<file path="src/rtl/seg7_scan_driver.sv">
// seg7_scan_driver
//   Time-multiplexed driver for a 4-digit common-anode 7-segment display.
//   A shadow register captures din whenever din_valid is high. A prescaler
//   divides clk down to one tick per digit slot, and a 2-bit index walks the
//   digits 0..3. The shadow is copied into the display register only when the
//   index wraps 3->0, so a single frame never shows a mix of two values.
//   The an and seg outputs are registered and lag the index/display state
//   by one clock.
//
//   Optional build macro:
//     SEG7_LZ_BLANK_EN - blank leading-zero digits 3..1. When blanked, the
//                        slot keeps its normal timing but an=1111 and
//                        seg=1111111. Digit 0 is never blanked.
module seg7_scan_driver #(
    parameter int unsigned REFRESH_DIV = 50000
) (
    input  logic        clk,
    input  logic        rst,
    input  logic [15:0] din,
    input  logic        din_valid,
    output logic [3:0]  an,
    output logic [6:0]  seg,
    output logic        frame_done
);

    localparam logic [15:0] LP_PRESC_LAST = 16'(REFRESH_DIV - 1);
    localparam logic [1:0]  LP_IDX_LAST   = 2'd3;
    localparam logic [3:0]  LP_AN_OFF     = 4'b1111;
    localparam logic [6:0]  LP_SEG_OFF    = 7'b1111111;

    logic [15:0] r_presc;
    logic [1:0]  r_idx;
    logic [15:0] r_shadow;
    logic [15:0] r_disp;
    logic        r_frame_done;
    logic [3:0]  r_an;
    logic [6:0]  r_seg;

    logic        w_tick;
    logic        w_wrap;
    logic [3:0]  w_nib;
    logic [6:0]  w_seg_dec;
    logic        w_blank;
    logic [3:0]  w_an_next;
    logic [6:0]  w_seg_next;

    // Hex nibble to active-low segments {g,f,e,d,c,b,a}.
    function automatic logic [6:0] hex_to_seg(input logic [3:0] nib);
        logic [6:0] s;
        case (nib)
            4'h0:    s = 7'b1000000;
            4'h1:    s = 7'b1111001;
            4'h2:    s = 7'b0100100;
            4'h3:    s = 7'b0110000;
            4'h4:    s = 7'b0011001;
            4'h5:    s = 7'b0010010;
            4'h6:    s = 7'b0000010;
            4'h7:    s = 7'b1111000;
            4'h8:    s = 7'b0000000;
            4'h9:    s = 7'b0010000;
            4'hA:    s = 7'b0001000;
            4'hB:    s = 7'b0000011;
            4'hC:    s = 7'b1000110;
            4'hD:    s = 7'b0100001;
            4'hE:    s = 7'b0000110;
            default: s = 7'b0001110;
        endcase
        return s;
    endfunction

    assign w_tick = (r_presc == LP_PRESC_LAST);
    assign w_wrap = w_tick && (r_idx == LP_IDX_LAST);

    // Prescaler: counts 0..REFRESH_DIV-1 and wraps; tick marks the last count.
    always_ff @(posedge clk or posedge rst) begin
        if (rst) begin
            r_presc <= '0;
        end else if (w_tick) begin
            r_presc <= '0;
        end else begin
            r_presc <= r_presc + 16'd1;
        end
    end

    // Digit index: advances one slot per tick, 0->1->2->3->0.
    always_ff @(posedge clk or posedge rst) begin
        if (rst) begin
            r_idx <= '0;
        end else if (w_tick) begin
            r_idx <= r_idx + 2'd1;
        end
    end

    // Shadow register: follows din on every valid strobe.
    always_ff @(posedge clk or posedge rst) begin
        if (rst) begin
            r_shadow <= '0;
        end else if (din_valid) begin
            r_shadow <= din;
        end
    end

    // Display register: loads the pre-edge shadow on the frame wrap, so a
    // strobe landing on that same edge shows up one frame later.
    always_ff @(posedge clk or posedge rst) begin
        if (rst) begin
            r_disp <= '0;
        end else if (w_wrap) begin
            r_disp <= r_shadow;
        end
    end

    // End-of-frame pulse, high for the cycle after the wrap tick.
    always_ff @(posedge clk or posedge rst) begin
        if (rst) begin
            r_frame_done <= 1'b0;
        end else begin
            r_frame_done <= w_wrap;
        end
    end

    // Select the nibble for the current slot.
    always_comb begin
        w_nib = '0;
        case (r_idx)
            2'd0:    w_nib = r_disp[3:0];
            2'd1:    w_nib = r_disp[7:4];
            2'd2:    w_nib = r_disp[11:8];
            default: w_nib = r_disp[15:12];
        endcase
    end

    assign w_seg_dec = hex_to_seg(w_nib);

`ifdef SEG7_LZ_BLANK_EN
    // Leading-zero test: digit k is blank when nibbles k..3 are all zero.
    always_comb begin
        w_blank = 1'b0;
        case (r_idx)
            2'd0:    w_blank = 1'b0;
            2'd1:    w_blank = (r_disp[15:4] == 12'h000);
            2'd2:    w_blank = (r_disp[15:8] == 8'h00);
            default: w_blank = (r_disp[15:12] == 4'h0);
        endcase
    end
`else
    assign w_blank = 1'b0;
`endif

    // Next anode/segment pattern: one anode low for the active slot, or all
    // off for a blanked slot.
    always_comb begin
        w_an_next  = LP_AN_OFF;
        w_seg_next = LP_SEG_OFF;
        if (!w_blank) begin
            w_an_next  = ~(4'b0001 << r_idx);
            w_seg_next = w_seg_dec;
        end
    end

    // Output registers: glitch-free an/seg, one clock behind the index.
    always_ff @(posedge clk or posedge rst) begin
        if (rst) begin
            r_an  <= LP_AN_OFF;
            r_seg <= LP_SEG_OFF;
        end else begin
            r_an  <= w_an_next;
            r_seg <= w_seg_next;
        end
    end

    assign an         = r_an;
    assign seg        = r_seg;
    assign frame_done = r_frame_done;

endmodule

</file>
<file path="config.mk">
export PLATFORM = sky130hd
export DESIGN_NAME = seg7_scan_driver
export DESIGN_NICKNAME = d
export VERILOG_FILES = /design/src/rtl/seg7_scan_driver.sv
export SDC_FILE = /design/constraint.sdc
export NUM_CORES = 1
export LEC_CHECK = 0
export CELL_PAD_IN_SITES_DETAIL_PLACEMENT = 0
export CELL_PAD_IN_SITES_GLOBAL_PLACEMENT = 2
export CORE_MARGIN = 2
export CORE_UTILIZATION = 30
export CTS_BUF_LIST = sky130_fd_sc_hd__clkbuf_8
export DETAILED_ROUTE_END_ITERATION = 16
export HOLD_SLACK_MARGIN = 0.12
export PLACE_DENSITY = 0.74
export SYNTH_ARGS = -nofsm -noshare
export SYNTH_HDL_FRONTEND = slang
export SYNTH_SLANG_ARGS = --single-unit
</file>
<file path="constraint.sdc">
create_clock -name clk -period 2.5 [get_ports clk]
set_input_delay 0.375 -clock clk [delete_from_list [all_inputs] [get_ports clk]]
set_output_delay 0.375 -clock clk [all_outputs]
set_load 0.02 [all_outputs]
</file>
==> qor.csv <==
stage,metric,value,unit
final_layout,Ant. Diodes,0,
clock_tree,CTS Sinks,62,
timing,Fmax achieved,461,MHz
timing,# setup viols final,0,
logic_synthesis,Post-synth top cells,"dfrtp_1 (51), mux2_2 (21), inv_1 (16)",
timing,period utilization,0.867,
routing,final WL,5090,µm
worst_setup_path,crit start category,flip-flop,
final_layout,Finished Layout Cells,379,
logic_synthesis,"top cells by area, synth","dfrtp_1 (45%), dfstp_2 (10%), mux2_2 (8.3%), ha_1 (5.3%), mux2_4 (5.3%)",
timing,Clock Skews,6.37,ps
clock_tree,post-CTS setup buffers,0,
logic_synthesis,"area leader, netlist",dfrtp_1,
timing,max_slew headroom,0.677,
run_status,run status,"complete, no violations",
clock_tree,total CTS buffers,9,
global_routing,initial antenna violation count,0,
die,initial core utilization,0.308,
global_routing,largest net degree at the start of global routing,24,
clock_tree,clk slew on worst S/H paths,70,ps
routing,DR vias,1752,
clock_tree,CTS Hold Bufs,0,
routing,Remaining DRCs,0,
logic_synthesis,Ys Warns,0,
worst_setup_path,Critical Path AT,2420,ps
clock_tree,clk buf depth,2,
global_routing,global-route total usage across every layer,0.111,
worst_setup_path,Worst Setup Path Type,reg2reg,
die,Ports,31,
worst_setup_path,Worst Path Max Fanout,6,
logic_synthesis,synthesized cell area,0.00284,mm²
routing,WL/cell,13.4,µm
pwr,VDD IR max,215,µV
logic_synthesis,"Top FF cell, synth",dfrtp_1,
clock_tree,Clock Root Buffer,clkbuf_8,
clock_tree,htree depth,3,
placement,HPWL Detailed,3690,µm
global_routing,total gr overflow,0,
timing,final slew viol count,0,
global_routing,vias in the first global route,1778,
pwr,Static Leak,0.00155,µW
worst_setup_path,R2R setup slack,330,ps
timing,minimum clock period,2170,ps
logic_synthesis,sequential fraction of the synthesis area,0.552,
final_layout,layout cells sized above 1,0.265,
final_layout,# fillers,911,
hold_path,HP Class,in2async,
logic_synthesis,top-area cell type share of the netlist area,0.450,
placement,Cells after DPL,363,
logic_synthesis,register bit total from synthesis,62,
pwr,power per cell area,569,mW/mm²
clock_tree,worst skew pair latency,330,ps
final_layout,Area Overhead vs Synth,23.0,%
logic_synthesis,most common cell in the netlist,dfrtp_1,
placement,I/O Buffers,30,
worst_setup_path,crit end category,flip-flop,
routing,First-pass DRT Iterations,4,
logic_synthesis,Post-Syn Instances,221,
final_layout,net count reported at finish,294,
logic_synthesis,Post-synth EDFFs,0,
clock_tree,PostCTS Resize Cnt,0,
placement,RD Place Congestion,0.823,
timing,number of hold violations in the final report,0,
die,Die H,101,µm
logic_synthesis,post-synth cell types,34,
timing,Least-Margin Pin Slew,484,ps
die,area of the core,0.00920,mm²
logic_synthesis,post-synthesis async set-or-reset flop share,1.00,
die,Die X,101,µm
flow_run,# Max-Cap Violations,0,
timing,setup TNS,0,ps
logic_synthesis,Mapped Avg Cell Area,12.8,µm²
routing,DR iter-0 viols,99,
clock_tree,TritonCTS clock tree,yes,
routing,Detail Route Antenna Nets,0,
die,die area,0.0102,mm²
worst_setup_path,CP required,2750,ps
routing,Via density,4.62,
die,Rows,35,
logic_synthesis,Post-Syn Nets,252,
global_routing,first-pass GRT wire length,8760,µm
timing,RSZ-0062 raised after global routing,false,
## power by group
part	internal, µW	switching (µW)	leakage [µW]
Sequential	1030	15.1	0.000776
Clock	477	378	0.000107
Combinational	50.8	32.5	0.000667
## flip-flops by register name (all words and copies together), names as in the netlist
name and flops:
an 4, r_idx 2, frame_done 1, r_shadow 16, r_disp 16, r_presc 16
seg 7
## layout by cell type (no fill, tap or decap), drive strengths merged, types with 4 or more instances in the layout
cell type,instances
dfrtp,51
mux2,31
clkdlybuf4s50,30
inv,17
ha,12
dfstp,11
nand2,11
mux2i,10
clkbuf,10
nand3,9
o21ai,8
nor2,8
xnor2,8
buf,7
xor2,5
o22ai,4
clkinv,4
nor4,4
## routing by layer
metal  vias up  GRT usage  part of all wire
met5         -          0                 0
met1       861      0.150              0.50
met3         2     0.0352             0.030
met4         0     0.0405            0.0090
met2        25      0.168              0.46
li1        864          -                 -
## metrics by stage
step | hold slack [ps] | power (µW) | area (µm²) | worst slack, ps | utilization
2_1_floorplan | 455 | 1100 | 2840 | 429 | -
3_3_place_gp | 480 | 1150 | 3300 | 399 | 0.359
3_5_place_dp | 486 | 1150 | 3300 | 307 | 0.359
4_1_cts | 396 | 2010 | 3490 | 300 | 0.379
5_1_grt | 430 | 2070 | 3490 | 146 | 0.379
6_report | 387 | 1980 | 3490 | 332 | 0.379
## final cells by class
type,count,area [µm²],share of cell area
Multi-Input combinational cell,137,1180,0.338
Inverter,16,60.1,0.0172
Sequential cell,62,1570,0.449
Timing Repair Buffer,37,353,0.101
Tap cell,111,139,0.0398
Clock buffer,10,138,0.0395
Clock inverter,6,53.8,0.0154
## critical path, stage by stage, from the launching register on
cell and delay, ps:
dfrtp_1 400, inv_1 110, ha_1 270, a222oi_1 330
mux2_2 280, inv_1 90, ha_1 220, and3_1 150
a221o_1 250
## logic make-up after synthesis
family,after synthesis,synth area share
buf+inv,22,0.0318
mux,41,0.172
fa+ha+maj,12,0.0530
simple gates,52,0.108
compound gates,19,0.0432
flops,62,0.552
xor+xnor,13,0.0402
## path summary, 6_finish.rpt
kind / start / to / cells past startpoint
min: rst / r_presc[2] / 2
min in group clk: r_presc[0] / r_presc[0] / 1
max reg2reg: r_idx[0] / seg[0] / 8
max in group asynchronous: rst / r_disp[5] / 3
min reg2reg: r_presc[0] / r_presc[0] / 1
max: r_idx[0] / seg[0] / 8
No activity file was read; power rests on OpenSTA's default activity.
